<file path="config.mk">
export PLATFORM = sky130hd
export DESIGN_NAME = led_palette_sequencer
export DESIGN_NICKNAME = d
export VERILOG_FILES = /design/src/rtl/led_palette_pkg.sv /design/src/rtl/clock_enable_divider.sv /design/src/rtl/led_triangle_gen.sv /design/src/rtl/led_palette_sequencer.sv
export SDC_FILE = /design/constraint.sdc
export NUM_CORES = 1
export LEC_CHECK = 0
export ABC_AREA = 1
export CORE_ASPECT_RATIO = 0.8
export CORE_MARGIN = 5
export CORE_UTILIZATION = 57
export DETAILED_ROUTE_END_ITERATION = 10
export PLACE_DENSITY = 0.82
export SYNTH_ARGS = -nofsm -noshare
export SYNTH_HDL_FRONTEND = slang
export SYNTH_SLANG_ARGS = --single-unit
</file>
<file path="constraint.sdc">
create_clock -name i_clk -period 2.8 [get_ports i_clk]
set_input_delay 0.42 -clock i_clk [delete_from_list [all_inputs] [get_ports i_clk]]
set_output_delay 0.42 -clock i_clk [all_outputs]
set_load 0.005 [all_outputs]
</file>
<file path="src/rtl/led_palette_pkg.sv">
// led_palette_pkg
//
// Shared definitions for the LED palette sequencer:
//   led_mode_t        per-LED runtime mode (OFF / SOLID / PULSE / BLINK), 2 bits
//   C_LED_VALUE_OFF   channel byte for a dark LED
//   C_LED_VALUE_FULL  channel byte for a fully lit LED
//   phase_init()      reset/resync value of a triangle generator
//   mode_value()      maps mode + generator state onto a channel byte
package led_palette_pkg;

  typedef enum logic [1:0] {
    LED_OFF   = 2'b00,
    LED_SOLID = 2'b01,
    LED_PULSE = 2'b10,
    LED_BLINK = 2'b11
  } led_mode_t;

  localparam logic [7:0] C_LED_VALUE_OFF  = 8'h00;
  localparam logic [7:0] C_LED_VALUE_FULL = 8'hFF;

  // Phase of generator k out of count generators of width p.
  // Spreads the generators evenly over the rising half of the triangle.
  // The value 0 is not a legal generator value, so the first LED starts at 1.
  function automatic int unsigned phase_init(input int unsigned k,
                                             input int unsigned count,
                                             input int unsigned p);
    int unsigned top;
    int unsigned v;
    top = (32'd1 << p) - 32'd1;
    v   = (k * top) / count;
    return (v < 32'd1) ? 32'd1 : v;
  endfunction

  // Channel byte for one LED before the colour mask is applied.
  // level is the already-expanded 8-bit pulse level, blink the generator b bit.
  function automatic logic [7:0] mode_value(input led_mode_t  mode,
                                            input logic [7:0] level,
                                            input logic       blink);
    logic [7:0] val;
    case (mode)
      LED_OFF:   val = C_LED_VALUE_OFF;
      LED_SOLID: val = C_LED_VALUE_FULL;
      LED_PULSE: val = level;
      LED_BLINK: val = blink ? C_LED_VALUE_FULL : C_LED_VALUE_OFF;
      default:   val = C_LED_VALUE_OFF;
    endcase
    return val;
  endfunction

endpackage

</file>
<file path="src/rtl/clock_enable_divider.sv">
// clock_enable_divider
//
// Produces a one-cycle enable pulse every DIVISOR clock cycles.
// After reset the first pulse appears on the DIVISOR-th rising edge.
//
// Ports:
//   i_clk  in   system clock
//   i_rst  in   synchronous, active-high reset (restarts the count)
//   o_ce   out  enable, high for one cycle out of every DIVISOR
module clock_enable_divider #(
  parameter int unsigned DIVISOR = 2
) (
  input  logic i_clk,
  input  logic i_rst,
  output logic o_ce
);

  localparam int unsigned   CW   = (DIVISOR > 1) ? $clog2(DIVISOR) : 1;
  localparam logic [CW-1:0] LAST = CW'(DIVISOR - 1);

  logic [CW-1:0] count;

  always_ff @(posedge i_clk) begin
    if (i_rst) begin
      count <= '0;
    end else if (count == LAST) begin
      count <= '0;
    end else begin
      count <= count + 1'b1;
    end
  end

  // With DIVISOR = 1 the counter sits at 0 = LAST and the enable is constant.
  assign o_ce = (count == LAST);

endmodule

</file>
<file path="src/rtl/led_triangle_gen.sv">
// led_triangle_gen
//
// Free-running triangle generator for one LED. The value bounces between
// 1 and 2^P-1; at each turning point it dwells for one step while the
// direction flips, and the blink bit toggles, so b toggles twice per period
// of 2^(P+1)-2 steps.
//
// Ports:
//   i_clk     in   system clock
//   i_srst_n  in   synchronous, active-low reset (loads INIT_VALUE)
//   i_ce      in   step enable
//   i_pause   in   while high, step enables are discarded
//   i_resync  in   reloads INIT_VALUE, direction up, b cleared
//   o_v       out  current value, P bits, never 0
//   o_b       out  blink bit
module led_triangle_gen #(
  parameter int unsigned P          = 6,
  parameter int unsigned INIT_VALUE = 1
) (
  input  logic         i_clk,
  input  logic         i_srst_n,
  input  logic         i_ce,
  input  logic         i_pause,
  input  logic         i_resync,
  output logic [P-1:0] o_v,
  output logic         o_b
);

  localparam logic [P-1:0] V_MAX  = '1;
  localparam logic [P-1:0] V_MIN  = P'(1);
  localparam logic [P-1:0] V_INIT = P'(INIT_VALUE);

  logic dir_up;

  // Reset and resync load the same phase; a resync coinciding with a step
  // enable wins, so no step is taken on that edge.
  always_ff @(posedge i_clk) begin
    if (!i_srst_n || i_resync) begin
      o_v    <= V_INIT;
      dir_up <= 1'b1;
      o_b    <= 1'b0;
    end else if (i_ce && !i_pause) begin
      if (dir_up) begin
        if (o_v == V_MAX) begin
          dir_up <= 1'b0;
          o_b    <= ~o_b;
        end else begin
          o_v <= o_v + 1'b1;
        end
      end else begin
        if (o_v == V_MIN) begin
          dir_up <= 1'b1;
          o_b    <= ~o_b;
        end else begin
          o_v <= o_v - 1'b1;
        end
      end
    end
  end

endmodule

</file>
<file path="src/rtl/led_palette_sequencer.sv">
// led_palette_sequencer
//
// Palette generator feeding the PWM LED driver. Every LED owns a
// phase-staggered triangle generator; its runtime mode selects off, solid,
// pulse (triangle level) or blink (triangle turning points). RGB LEDs also
// have a per-channel colour mask. All outputs are registered bytes.
//
// Parameters:
//   parm_color_led_count         N, number of RGB LEDs (>= 1)
//   parm_basic_led_count         M, number of single-colour LEDs (>= 1)
//   parm_FCLK                    i_clk frequency in Hz
//   parm_adjustments_per_second  generator step rate
//   parm_pulse_bits              triangle width P, 4..8
//
// Ports:
//   i_clk                    in   system clock
//   i_srst_n                 in   synchronous, active-low reset
//   i_pause                  in   freeze all generators while high
//   i_resync                 in   one-cycle pulse, reload all generator phases
//   i_color_mode             in   2N  mode of RGB LED k at [2k+1:2k]
//   i_color_mask             in   3N  {R,G,B} of RGB LED k at [3k+2:3k]
//   i_basic_mode             in   2M  mode of basic LED k at [2k+1:2k]
//   o_color_led_red_value    out  8N  LED k at [8k+7:8k]
//   o_color_led_green_value  out  8N  LED k at [8k+7:8k]
//   o_color_led_blue_value   out  8N  LED k at [8k+7:8k]
//   o_basic_led_lumin_value  out  8M  LED k at [8k+7:8k]
module led_palette_sequencer
  import led_palette_pkg::*;
#(
  parameter int unsigned parm_color_led_count        = 4,
  parameter int unsigned parm_basic_led_count        = 4,
  parameter int unsigned parm_FCLK                   = 40_000_000,
  parameter int unsigned parm_adjustments_per_second = 128,
  parameter int unsigned parm_pulse_bits             = 6
) (
  input  logic                              i_clk,
  input  logic                              i_srst_n,
  input  logic                              i_pause,
  input  logic                              i_resync,
  input  logic [2*parm_color_led_count-1:0] i_color_mode,
  input  logic [3*parm_color_led_count-1:0] i_color_mask,
  input  logic [2*parm_basic_led_count-1:0] i_basic_mode,
  output logic [8*parm_color_led_count-1:0] o_color_led_red_value,
  output logic [8*parm_color_led_count-1:0] o_color_led_green_value,
  output logic [8*parm_color_led_count-1:0] o_color_led_blue_value,
  output logic [8*parm_basic_led_count-1:0] o_basic_led_lumin_value
);

  localparam int unsigned N     = parm_color_led_count;
  localparam int unsigned M     = parm_basic_led_count;
  localparam int unsigned P     = parm_pulse_bits;
  localparam int unsigned D_RAW = parm_FCLK / parm_adjustments_per_second;
  localparam int unsigned D     = (D_RAW == 0) ? 1 : D_RAW;

  // The pulse level is v left-aligned in a byte with the spare low bits set,
  // so the top of the triangle reaches exactly 8'hFF.
  localparam int unsigned PAD      = 8 - P;
  localparam logic [7:0]  PAD_ONES = 8'((32'd1 << PAD) - 32'd1);

  function automatic logic [7:0] pulse_level(input logic [P-1:0] v);
    return (8'(v) << PAD) | PAD_ONES;
  endfunction

  // ---------------------------------------------------------------------
  // Step enable
  // ---------------------------------------------------------------------
  logic ce;

  clock_enable_divider #(
    .DIVISOR(D)
  ) u_ce_div (
    .i_clk(i_clk),
    .i_rst(!i_srst_n),
    .o_ce (ce)
  );

  // ---------------------------------------------------------------------
  // Generators, one per LED
  // ---------------------------------------------------------------------
  logic [P-1:0] color_v [N];
  logic [N-1:0] color_b;
  logic [P-1:0] basic_v [M];
  logic [M-1:0] basic_b;

  for (genvar g = 0; g < N; g++) begin : g_color_gen
    led_triangle_gen #(
      .P         (P),
      .INIT_VALUE(phase_init(g, N, P))
    ) u_gen (
      .i_clk   (i_clk),
      .i_srst_n(i_srst_n),
      .i_ce    (ce),
      .i_pause (i_pause),
      .i_resync(i_resync),
      .o_v     (color_v[g]),
      .o_b     (color_b[g])
    );
  end

  for (genvar g = 0; g < M; g++) begin : g_basic_gen
    led_triangle_gen #(
      .P         (P),
      .INIT_VALUE(phase_init(g, M, P))
    ) u_gen (
      .i_clk   (i_clk),
      .i_srst_n(i_srst_n),
      .i_ce    (ce),
      .i_pause (i_pause),
      .i_resync(i_resync),
      .o_v     (basic_v[g]),
      .o_b     (basic_b[g])
    );
  end

  // ---------------------------------------------------------------------
  // Value mapping. Modes and masks only steer the output path; the
  // generators keep running whatever the mode.
  // ---------------------------------------------------------------------
  logic [8*N-1:0] red_d;
  logic [8*N-1:0] green_d;
  logic [8*N-1:0] blue_d;
  logic [8*M-1:0] lumin_d;
  logic [7:0]     color_val;

  always_comb begin
    red_d     = '0;
    green_d   = '0;
    blue_d    = '0;
    lumin_d   = '0;
    color_val = C_LED_VALUE_OFF;
    for (int k = 0; k < N; k++) begin
      color_val = mode_value(led_mode_t'(i_color_mode[2*k +: 2]),
                             pulse_level(color_v[k]), color_b[k]);
      red_d[8*k +: 8]   = i_color_mask[3*k+2] ? color_val : C_LED_VALUE_OFF;
      green_d[8*k +: 8] = i_color_mask[3*k+1] ? color_val : C_LED_VALUE_OFF;
      blue_d[8*k +: 8]  = i_color_mask[3*k]   ? color_val : C_LED_VALUE_OFF;
    end
    for (int k = 0; k < M; k++) begin
      lumin_d[8*k +: 8] = mode_value(led_mode_t'(i_basic_mode[2*k +: 2]),
                                     pulse_level(basic_v[k]), basic_b[k]);
    end
  end

  // ---------------------------------------------------------------------
  // Output registers
  // ---------------------------------------------------------------------
  always_ff @(posedge i_clk) begin
    if (!i_srst_n) begin
      o_color_led_red_value   <= '0;
      o_color_led_green_value <= '0;
      o_color_led_blue_value  <= '0;
      o_basic_led_lumin_value <= '0;
    end else begin
      o_color_led_red_value   <= red_d;
      o_color_led_green_value <= green_d;
      o_color_led_blue_value  <= blue_d;
      o_basic_led_lumin_value <= lumin_d;
    end
  end

endmodule

</file>
# ---- Yosys cells after proc, flatten, opt, wreduce, memory -nomap -nowiden
# Cells that the tools add are included.
dict set report op_classes {
  add_sub_neg 17
  n_eq_ne 65
  n_mux 88
  bitwise_logic 9
  n_reduce_logical 49
}
# cell n
set ops {}
lappend ops {{$pmux 8 s4} 8}
lappend ops {{$mux 6} 24}
lappend ops {{$mux 8} 8}
lappend ops {{$add 6x1->6 const B} 8}
lappend ops {{$eq 6x1->1 const B} 8}
lappend ops {{$eq 6x6->1 const B} 8}
lappend ops {{$mux 1} 48}
lappend ops {{$reduce_and 3->1} 16}
lappend ops {{$sub 6x1->6 const B} 8}
lappend ops {{$eq 2x2->1 const B} 16}
lappend ops {{$ne 2x2->1 const B} 16}
lappend ops {{$reduce_and 2->1} 12}
lappend ops {{$add 19x1->19 const B} 1}
lappend ops {{$eq 19x19->1 const B} 1}
lappend ops {{$eq 2x1->1 const B} 8}
lappend ops {{$logic_not 2->1} 8}
lappend ops {{$ne 2x1->1 const B} 8}
lappend ops {{$reduce_bool 2->1} 8}
lappend ops {{$not 1->1} 9}
lappend ops {{$logic_not 1->1} 2}
lappend ops {{$reduce_or 2->1} 1}
lappend ops {{$logic_and 1x1->1} 1}
lappend ops {{$logic_or 1x1->1} 1}
dict set report totals {
  reg_bits 211
  inputBits 32
  output_inout_bits 128
  wordCells 266
}

# ---- Logic depth before layout (Yosys ltp)
dict set report depth {
  depth_word 3
  depth_mapped 11
  mapped_depth_nobuf 11
}

# ---- By module
# Synthesis repeated with hierarchy kept, for this count alone.
dict set report unflattened {
  hier_cells 1320
  area_unflattened_um2 9912.0
}
# mod n_inst cells_per_inst area_per_inst_um2 seq_area_each_um2
set by_module_without_submodules {}
lappend by_module_without_submodules {led_palette_sequencer 1 356 3515.9 2242.2}
lappend by_module_without_submodules {{led_triangle_gen at g_basic_gen[3].u_gen ...} 2 102 684.4 160.2}
lappend by_module_without_submodules {{led_triangle_gen at g_basic_gen[1].u_gen ...} 2 99 668.1 160.2}
lappend by_module_without_submodules {{led_triangle_gen at g_basic_gen[2].u_gen ...} 2 101 663.1 160.2}
lappend by_module_without_submodules {{led_triangle_gen at g_basic_gen[0].u_gen ...} 2 100 635.6 160.2}
lappend by_module_without_submodules {clock_enable_divider 1 160 1093.5 380.4}

# ---- Worst setup path before layout
# No wires, ideal clock.
dict set report synth_path {
  path_kind {reg2reg}
  start {register u_ce_div.count[0]}
  end {register g_basic_gen[1].u_gen.o_v[2]}
  setup_time_ns 0.134
  arrival_time_ns 1.445
  required_ns 2.666
  setup_slack_ns 1.221
  stages_incl_launch_ff 11
  n_path_buf 2
  period_less_slack_ns 1.579
  cell_sequence {dfxtp_1 > ha_1 > nand2_1 > nor2_2 > nand3_2 > nor3_2 > buf_6 > buf_6 > nand2_1 > nand2_1 > nand3_1}
}
dict set report synth_between {
  elab_chain_len 3
}
# element line_no
set synth_rtl {}
lappend synth_rtl {{start, declared} clock_enable_divider.sv:21} ;# logic [CW-1:0] count;
lappend synth_rtl {{start signal, assigned} clock_enable_divider.sv:29} ;# count <= count + 1'b1;
lappend synth_rtl {{$eq 19x19->1} clock_enable_divider.sv:34} ;# assign o_ce = (count == LAST);
lappend synth_rtl {{$logic_and 1x1->1} led_triangle_gen.sv:42} ;# end else if (i_ce && !i_pause) begin
lappend synth_rtl {{$reduce_and 3->1 (no line)} -}
lappend synth_rtl {{end signal, assigned} led_triangle_gen.sv:48} ;# o_v <= o_v + 1'b1;
lappend synth_rtl {{end signal, assigned} led_triangle_gen.sv:55} ;# o_v <= o_v - 1'b1;
lappend synth_rtl {{end, declared} led_triangle_gen.sv:25} ;# output logic [P-1:0] o_v,
# No other way between the ends.
# A chain may end at the register's enable or synchronous reset.

# ---- Final worst setup path
dict set report layout_path {
  start {register u_ce_div.count[0]}
  end {register g_color_gen[3].u_gen.o_v[2]}
}
dict set report layout_between {
  elab_chain_len 3
}
# element line_no
set layout_rtl {}
lappend layout_rtl {{$eq 19x19->1} clock_enable_divider.sv:34}
lappend layout_rtl {{$logic_and 1x1->1} led_triangle_gen.sv:42}
lappend layout_rtl {{$reduce_and 3->1 (no line)} -}
lappend layout_rtl {{end signal, assigned} led_triangle_gen.sv:48}
lappend layout_rtl {{end signal, assigned} led_triangle_gen.sv:55}
lappend layout_rtl {{end, declared} led_triangle_gen.sv:25}
# No other way between the ends.

==> impl_metrics.csv <==
group,metric,value,unit
outcome,status,"finished clean",
placed_design,pre_cts_slack,775.6,ps
layout,areaGrowthSynthToFinish,25.01,%
pwr,power_density,510.5,nW/µm²
drt,wl,21.01,mm
yosys,ys_types,31,
yosys,postSynthAreaPerCell,7.147,µm²
yosys,synth_fp_nets,1268,
die,rows,40,
layout,nNetsFinal,1407,
drt,drc,0,
placed_design,io_buffers,159,
cts,ctsHoldBuffers,0,
timing,finalCriticalPeriod,2105,ps
timing,fin_ws,695.3,ps
timing,slew_headroom,61.60,%
yosys,yosysTopAreaCellShare,45.11,%
layout,final.fill_count,1202,
yosys,synth_seq_cells,195,
setup_path,critPathMaxFanout,56,
cts,cts.path.max_buffers,2,
timing,fin_crit_sh,75.17,%
placed_design,hpwl,14.64,mm
yosys,synthTopCellsByArea,"dfxtp_1 45%, nand2_1 11%, nand3_1 8.4%",
pwr,vdd_drop_max,0.4432,mV
drt,drt-initial-drc-count,525,
min_path,worstHoldPathType,"flop to flop",
timing,fmax,0.4751,GHz
grt,overflow,0,
timing,finalSetupViolCount,0,
cts,clockRootBuffer,"clkbuf_16",
cts,h-tree-depth,4,
setup_path,path_class,"flop to flop",
layout,multi_input_area,3799,µm²
drt,routedWlPerCell,13.54,µm
setup_path,worstPathRequired,3100,ps
die,dieHeight,120.2,µm
cts,clk_pin_slew,70,ps
cts,cts_setup_buffers,0,
drt,drtAntennaViolNets,0,
timing,maxSlewViolCount,0,
setup_path,cp-start-kind,"flop",
die,core-area,14960,µm²
timing,rsz0062_at_grt,"no",
grt,grt_use_total,23.85,%
cts,numCtsBuffers,17,
die,initial_core_util,57.83,%
drt,dr.pass1.iters,6,
yosys,synthCells,1211,
timing,setup_tns,0,ps
timing,finClkSkew,11.28,ps
timing,hold_violations,0,
die,io_pins,160,
drt,vias,8021,
die,die_area,17760,µm²
drt,routed_via_density,5.168,
yosys,yosysTopAreaCell,"dfxtp_1",
layout,antennaDiodeCount,0,
flow_run,max_cap_violations,0,
cts,clock-sinks,195,
grt,grt_pass1_wl,35.39,mm
cts,cts_tree,"built",
yosys,synth_area,8655,µm²
timing,worst_slew_pin_slew,576.1,ps
grt,grt_pass1_vias,7549,
layout,drive_gt1_share,5.209,%
cts,cts_resized,0,
placed_design,gp_congestion,0.8804,
setup_path,arrival,2410,ps
yosys,ys_seq_area_share,45.11,%
layout,regArea,3904,µm²
setup_path,crit_path_end_kind,"flop",
grt,grt_max_degree,57,
cts,clkLatencyLatePin,440,ps
grt,antenna_found_initial,0,
pwr,p_leak,0.005124,µW
die,die_w,147.8,µm
yosys,ys_warn_count,0,
[metal layers]
metal  vias up  GRT usage, %  part of all wire [%]  routed length [µm]
met5         -             0                     0                   0
met2       265         38.70                    45                9512
met4         0         6.810                   1.3                 281
met1      3623         31.14                    44                9323
li1       4106             -                     -                   -
met3        27         6.931                   9.0                1895
[power breakdown]
group          total [µW]  leakage [µW]  switching [µW]  internal [µW]
registers            2860       0.00159            21.2           2840
clock network        2320      0.000261            1110           1210
logic                 348       0.00328             156            191
total                5520       0.00512            1290           4240
[layout by cell type, fill, tap and decap left out, drive strengths merged]
cell           count
nand2            257
dfxtp            195
inv              180
nor2             162
clkdlybuf4s50    159
nand3            146
a21oi            114
o21ai             34
ha                25
nand4             21
clkbuf            21
nor3              12
buf               10
xnor2              9
xor2               5
clkinvlp           4
clkinv             3
o21bai             2
a22oi              1
or2                1
nand3b             1
a21boi             1
[final timing paths]
path,from,end,slack (ps),cells after the start
hold / removal,u_ce_div.count[0],u_ce_div.count[0],460,1
hold reg to reg,u_ce_div.count[0],u_ce_div.count[0],460,1
setup / recovery,u_ce_div.count[0],g_color_gen[3].u_gen.o_v[2],700,9
setup reg to reg,u_ce_div.count[0],g_color_gen[3].u_gen.o_v[2],700,9
[through the flow]
step	area [µm²]	std cells	hold WS [ps]	util, %	power [µW]
after floorplan	8655	1211	417.5	-	3054
after global placement	10270	1520	430.7	68.60	3266
after detailed placement	10270	1520	443.7	68.60	3273
after CTS	10820	1552	454.5	72.30	5552
after global routing	10820	1552	491.4	72.30	5692
final	10820	1552	455.3	72.30	5523
[cell families (layout without fill, tap and decap cells)]
logic type | Yosys count | count (layout) | synth area share (%)
and+or+nand+nor | 600 | 600 | 29.67
buffers and inverters | 225 | 377 | 11.16
DFF | 195 | 195 | 45.11
AOI/OAI and AO/OA | 152 | 152 | 9.036
adders and majority gates | 25 | 25 | 3.614
xor gates and xnor gates | 14 | 14 | 1.417
[area by class of cell]
cell class              instances  area share, %
flip-flops and latches        195          36.08
multi-input cells             791          35.11
repair buffers                169          15.40
inverters                     176          6.106
clock buffers                  21          4.256
well taps                     189          2.186
clock inverters                11         0.8558
[synth_stat cells, drive strengths merged]
cell type,instances
o21ai,34
inv,174
dfxtp,195
ha,25
clkbuf,14
or2,1
nand2,257
nor3,12
xor2,5
nand3b,1
clkinv,2
nor2,162
nand4,21
o21bai,2
a21boi,1
xnor2,9
a22oi,1
nand3,146
a21oi,114
buf,35
[worst max-delay path: stages (launching register included)]
cell and delay, ps:
dfxtp_1 360, ha_1 310, nand2_1 130, nor2_2 100
nand3_2 130, nor3_4 120, buf_4 480, nand2_1 130
nand2_1 90, nand3_1 70
[sequential cells by signal (all words and copies together), names as in the netlist, 19 cells and up]
| signal | count |
|---|---|
| g_basic_gen.u_gen.o_v | 24 |
| g_color_gen.u_gen.o_v | 24 |
| o_basic_led_lumin_value | 28 |
| o_color_led_blue_value | 28 |
| o_color_led_green_value | 28 |
| o_color_led_red_value | 28 |
| u_ce_div.count | 19 |
No activity file was read; power rests on OpenSTA's default activity.
